<file path="src/rtl/fetch_unit.sv">
// fetch_unit: instruction fetch stage.
//
// Holds the PC and issues in-order word requests to instruction memory. Returned
// words are buffered in a small prefetch FIFO. Each instruction is presented to
// decode with its PC and pre-split opcode/funct3/funct7 over a valid/ready
// handshake. A redirect flushes the FIFO, marks every in-flight response as stale
// and restarts fetch at the new PC.
//
// Parameters:
//   RESET_PC    first PC fetched after reset
//   FIFO_DEPTH  prefetch entries (power of 2, >= 2); also caps outstanding + buffered
//
// Ports:
//   clk, rst_n                        clock, async active-low reset
//   imem_req_valid/ready/addr         fetch request channel (word aligned)
//   imem_rsp_valid/data               in-order response channel
//   redirect_valid/redirect_pc        one-cycle flush-and-refetch pulse
//   id_valid/ready                    decode handshake
//   id_instr/pc/opcode/funct3/funct7  instruction at FIFO head
//
// Optional build macro FETCH_STATS_EN adds stat_fetched (decode handshakes) and
// stat_redirects (redirect cycles); both wrap and clear on reset.

module fetch_unit #(
  parameter logic [31:0] RESET_PC   = 32'h0000_0000,
  parameter int unsigned FIFO_DEPTH = 2
) (
  input  logic        clk,
  input  logic        rst_n,
  output logic        imem_req_valid,
  input  logic        imem_req_ready,
  output logic [31:0] imem_req_addr,
  input  logic        imem_rsp_valid,
  input  logic [31:0] imem_rsp_data,
  input  logic        redirect_valid,
  input  logic [31:0] redirect_pc,
  output logic        id_valid,
  input  logic        id_ready,
  output logic [31:0] id_instr,
  output logic [31:0] id_pc,
  output logic [6:0]  id_opcode,
  output logic [2:0]  id_funct3,
  output logic [6:0]  id_funct7
`ifdef FETCH_STATS_EN
  ,
  output logic [31:0] stat_fetched,
  output logic [15:0] stat_redirects
`endif
);

  localparam int unsigned PtrW = (FIFO_DEPTH > 1) ? $clog2(FIFO_DEPTH) : 1;
  // Counters must be able to hold FIFO_DEPTH itself.
  localparam int unsigned CntW = $clog2(FIFO_DEPTH) + 1;
  localparam logic [CntW-1:0] CntOne   = CntW'(1);
  localparam logic [CntW-1:0] CntDepth = CntW'(FIFO_DEPTH);

  logic [31:0]     pc_q, pc_d;
  // PC of the next non-stale response; requests after a redirect are sequential,
  // so one running PC replaces a per-request PC queue.
  logic [31:0]     rsp_pc_q, rsp_pc_d;
  logic [PtrW-1:0] wr_ptr_q, wr_ptr_d;
  logic [PtrW-1:0] rd_ptr_q, rd_ptr_d;
  logic [CntW-1:0] count_q, count_d;
  logic [CntW-1:0] outstanding_q, outstanding_d;
  logic [CntW-1:0] discard_q, discard_d;

  logic [31:0] fifo_pc    [FIFO_DEPTH];
  logic [31:0] fifo_instr [FIFO_DEPTH];

  logic            pop;
  logic            push;
  logic            drop;
  logic            req_fire;
  logic            credit;
  logic [CntW-1:0] inflight;

  always_comb begin
    id_valid = (count_q != '0);
    pop      = id_valid && id_ready;
    // Entries freed by this cycle's pop can be re-requested in the same cycle.
    inflight = outstanding_q + count_q - CntW'(pop);
    credit   = (inflight < CntDepth);
    // Gated by rst_n so no request is visible while reset is held.
    imem_req_valid = rst_n && credit && !redirect_valid;
    imem_req_addr  = pc_q;
    req_fire       = imem_req_valid && imem_req_ready;
    // A response in the redirect cycle is stale and is dropped.
    push = imem_rsp_valid && !redirect_valid && (discard_q == '0);
    drop = imem_rsp_valid && !redirect_valid && (discard_q != '0);
  end

  always_comb begin
    pc_d          = pc_q;
    rsp_pc_d      = rsp_pc_q;
    wr_ptr_d      = wr_ptr_q;
    rd_ptr_d      = rd_ptr_q;
    count_d       = count_q;
    discard_d     = discard_q;
    outstanding_d = outstanding_q + CntW'(req_fire) - CntW'(imem_rsp_valid);

    if (redirect_valid) begin
      pc_d      = redirect_pc & 32'hFFFF_FFFC;
      rsp_pc_d  = redirect_pc & 32'hFFFF_FFFC;
      wr_ptr_d  = '0;
      rd_ptr_d  = '0;
      count_d   = '0;
      // Everything still in flight is stale, except a response arriving now,
      // which is dropped directly.
      discard_d = outstanding_q - CntW'(imem_rsp_valid);
    end else begin
      if (req_fire) begin
        pc_d = pc_q + 32'd4;
      end
      if (drop) begin
        discard_d = discard_q - CntOne;
      end
      if (push) begin
        rsp_pc_d = rsp_pc_q + 32'd4;
        wr_ptr_d = wr_ptr_q + PtrW'(1);
      end
      if (pop) begin
        rd_ptr_d = rd_ptr_q + PtrW'(1);
      end
      count_d = count_q + CntW'(push) - CntW'(pop);
    end
  end

  always_ff @(posedge clk or negedge rst_n) begin
    if (!rst_n) begin
      pc_q          <= RESET_PC;
      rsp_pc_q      <= RESET_PC;
      wr_ptr_q      <= '0;
      rd_ptr_q      <= '0;
      count_q       <= '0;
      outstanding_q <= '0;
      discard_q     <= '0;
    end else begin
      pc_q          <= pc_d;
      rsp_pc_q      <= rsp_pc_d;
      wr_ptr_q      <= wr_ptr_d;
      rd_ptr_q      <= rd_ptr_d;
      count_q       <= count_d;
      outstanding_q <= outstanding_d;
      discard_q     <= discard_d;
    end
  end

  // Storage needs no reset: entries are only read while count_q is non-zero.
  always_ff @(posedge clk) begin
    if (push) begin
      fifo_pc[wr_ptr_q]    <= rsp_pc_q;
      fifo_instr[wr_ptr_q] <= imem_rsp_data;
    end
  end

  always_comb begin
    id_instr  = fifo_instr[rd_ptr_q];
    id_pc     = fifo_pc[rd_ptr_q];
    id_opcode = id_instr[6:0];
    id_funct3 = id_instr[14:12];
    id_funct7 = id_instr[31:25];
  end

`ifdef FETCH_STATS_EN
  logic [31:0] stat_fetched_q, stat_fetched_d;
  logic [15:0] stat_redirects_q, stat_redirects_d;

  always_comb begin
    // A handshake in a redirect cycle still counts as delivered.
    stat_fetched_d   = stat_fetched_q + 32'(pop);
    stat_redirects_d = stat_redirects_q + 16'(redirect_valid);
  end

  always_ff @(posedge clk or negedge rst_n) begin
    if (!rst_n) begin
      stat_fetched_q   <= '0;
      stat_redirects_q <= '0;
    end else begin
      stat_fetched_q   <= stat_fetched_d;
      stat_redirects_q <= stat_redirects_d;
    end
  end

  assign stat_fetched   = stat_fetched_q;
  assign stat_redirects = stat_redirects_q;
`endif

endmodule

</file>
<file path="config.mk">
export PLATFORM = sky130hd
export DESIGN_NAME = fetch_unit
export DESIGN_NICKNAME = d
export VERILOG_FILES = /design/src/rtl/fetch_unit.sv
export SDC_FILE = /design/constraint.sdc
export NUM_CORES = 1
export LEC_CHECK = 0
export BUFFER_PORTS_ARGS = -buffer_cell sky130_fd_sc_hd__buf_2
export CORE_ASPECT_RATIO = 1.5
export CORE_MARGIN = 2
export CORE_UTILIZATION = 43
export DETAILED_ROUTE_END_ITERATION = 12
export PLACE_DENSITY = 0.65
export SYNTH_ARGS = -nofsm -noshare
export SYNTH_HDL_FRONTEND = slang
export SYNTH_SLANG_ARGS = --single-unit
</file>
<file path="constraint.sdc">
create_clock -name clk -period 9.9 [get_ports clk]
set_input_delay 0.495 -clock clk [delete_from_list [all_inputs] [get_ports clk]]
set_output_delay 0.495 -clock clk [all_outputs]
set_load 0.01 [all_outputs]
</file>
==> out/results.ini <==
[floorplan]
io_pins = 185
fp.dieW_um = 122
die_h_um = 181
coreArea_um2 = 20500
rows = 64
die-area_um2 = 22100
start_util_pct = 43.9

[clock_network]
clock_path_buffers = 2
cts_buffers = 17
cts_num_sinks = 192
cts.clk_slew.worst_paths_ns = 0.07
insertion_delay_ns = 0.43
hold_buffers = 0
cts_resized = 0
cts_root_buf = clkbuf_16
post_cts.repair.setup_buffers = 0
cts_tree = built
h-tree-depth = 4

[worst_setup_path]
setup.worst_path.start_class = input port
critPathKind = in -> reg
cp_data_arrival_time_ns = 3.33
path_cells = buf_2 -> buf_4 -> nand3_1 -> or3_1 -> nand2_1 -> nand2_1 -> ha_1 -> inv_1 -> ha_1 -> xnor2_1 -> xnor2_1
crit_path_top_delay_cell = buf_4
slowest_delay_ns = 0.69
cp_max_fo = 71
required_ns = 10.25
endpoint_kind = register

[timing]
timing.fmax_mhz = 336
grt_setup_unrepaired = no
fin_setup_tns_ns = 0
holdWs_ns = 0.255
slew_headroom_pct = 33.7
tightest_slew_ns = 0.987
timing.final.crit_share_pct = 30.1
hold_viol_final = 0
final-setup-viol-count = 0
clock_skew_ns = 0.0124
final_max_slew_viol_count = 0
period_needed_ns = 2.98

[hold_path]
hp-class = in -> reg

[logic_synthesis]
ys_ff_latch = 192
synth.area.top_cells = edfxtp_1 41%, dfrtp_1 19%, mux2_2 8.9%, a211oi_1 2.5%, xnor2_1 1.9%
yosys.area.top_type = edfxtp_1
synth-edff-count = 124
avgSynthCellArea_um2 = 12.6
synthTopCellsByCount = 124 x edfxtp_1, 71 x mux2_2, 68 x dfrtp_1
yosysSeqAreaShare_pct = 60.3
async_flop_share_pct = 35.4
synth_area_um2 = 8990
ys.warnings.count = 0
synth_cell_types = 58
synthCells = 712
synth_flop_cell = edfxtp_1
netlist.area_leader.share_pct = 41.4
post-synth-top-count-cell = edfxtp_1

[finish]
final_core_util_pct = 51.8
fin_area_um2 = 10600
final_layout_size_suffix_gt1_share_pct = 34.1
final_cells = 1143
area_delta_synth_final_pct = 18.0
nFillCells = 1867
nets = 945
antenna_cells = 0
multiInputGateArea_um2 = 3260
regArea_um2 = 5430

[routing]
drc = 0
routed_wl_um = 20400
num_vias = 6211
drt_iter0_markers = 358
wl_per_cell_um = 17.9
via_per_inst = 5.43
detail-route-antenna-nets = 0
firstDrtPassIters = 5

[job]
drv_cap = 0

[global_routing]
grt_usage_pct = 18.6
grt_pass1_wl_um = 31700
antenna_found_initial = 0
grt_max_degree = 81
grt_overflow_total = 0
grt_pass1_vias = 6037

[placement]
post-place-cells = 1112
io_buffers = 178
dp_hpwl_um = 13800
gp_congestion = 0.852
placed_cell_area_um2 = 10000

[power_and_ir_drop]
peakVddDrop_v = 0.000112
p_leak_nw = 4.06
power_density_nw_per_um2 = 209

[status]
status = finished clean

==> final cells by class <==
class	count	share of cell area [%]
inverters	14	0.495
repair buffers	186	8.96
clock buffers	20	4.11
multi-input cells	456	30.7
clock inverters	11	1.54
well taps	264	3.11
flip-flops and latches	192	51.1
==> worst max-delay path: cells and delay by family <==
kind	cells	cell delay (ns)
xor+xnor	2	0.32
fa+ha+maj	2	0.47
buf+inv	3	0.81
simple gates	4	1.18
==> metal layers <==
metal	share of wire [%]	global-route usage [%]	vias to the layer above
met5	0	0	-
met4	2.5	7.54	0
met3	4.5	3.31	32
met2	52	32.8	190
met1	41	22.1	3029
li1	-	-	2960
==> flip-flops by register name, indices dropped and copies added, names as in the netlist <==
signal / cells
count_q: 2
discard_q: 2
fifo_instr: 64
fifo_pc: 60
imem_req_addr: 30
outstanding_q: 2
rd_ptr_q: 1
rsp_pc_q: 30
wr_ptr_q: 1
==> stage by stage <==
| stage | total power (W) | setup slack, ns |
|---|---|---|
| 3_3_place_gp | 0.00153 | 6.48 |
| 3_5_place_dp | 0.00154 | 6.42 |
| 6_report | 0.00222 | 6.92 |
| 2_1_floorplan | 0.00137 | 5.47 |
| 5_1_grt | 0.00234 | 6.58 |
| 4_1_cts | 0.00225 | 6.89 |
==> path summary, 6_finish.rpt <==
path	depth (start not counted)	start	to	slack (ns)
max	11	rst_n	outstanding_q[1]	6.92
min	1	imem_rsp_data[9]	fifo_instr[0][9]	0.25
max reg2reg	10	outstanding_q[0]	outstanding_q[1]	7.09
min reg2reg	0	rsp_pc_q[31]	fifo_pc[0][31]	0.52
max in group asynchronous	2	rst_n	rd_ptr_q	8.94
min in group asynchronous	2	rst_n	outstanding_q[0]	0.28
==> cells in the final DEF (no fill, tap or decap), types with 10 or more instances in the layout <==
cell type / netlist / routed
inv_1: 14 / 13
and3_1: 13 / 12
xor2_1: 17 / 17
mux2_2: 71 / 71
a21oi_1: 17 / 17
o21ai_0: 11 / 11
clkbuf_16: 0 / 17
a21boi_0: 14 / 14
buf_2: 2 / 178
nor3_1: 10 / 10
edfxtp_1: 124 / 124
nand2b_1: 20 / 20
nand3_1: 26 / 26
nand2_1: 42 / 42
xnor2_1: 20 / 20
nor2_1: 46 / 45
dfrtp_1: 68 / 67
nand4_1: 24 / 24
a211oi_1: 30 / 30
==> cell families (layout without fill, tap and decap cells) <==
| family | Yosys count | in the layout | share of synthesized area (%) |
|---|---|---|---|
| AND/OR/NAND/NOR | 214 | 214 | 12.5 |
| flip-flops | 192 | 192 | 60.3 |
| AO/OA/AOI/OAI | 121 | 121 | 9.72 |
| multiplexers | 72 | 72 | 9.00 |
| buffers and inverters | 67 | 231 | 3.70 |
| XOR/XNOR | 37 | 37 | 3.60 |
| adder cells (fa/ha/maj) | 8 | 8 | 1.11 |
| other | 1 | 4 | 0.0417 |
==> where the power goes <==
group	internal (W)	total, W	switching, W
Sequential	0.000940	0.00102	0.0000784
Combinational	0.000228	0.000498	0.000271
Clock	0.000420	0.000705	0.000284
Total	0.00159	0.00222	0.000633
No activity file was read; power rests on OpenSTA's default activity.
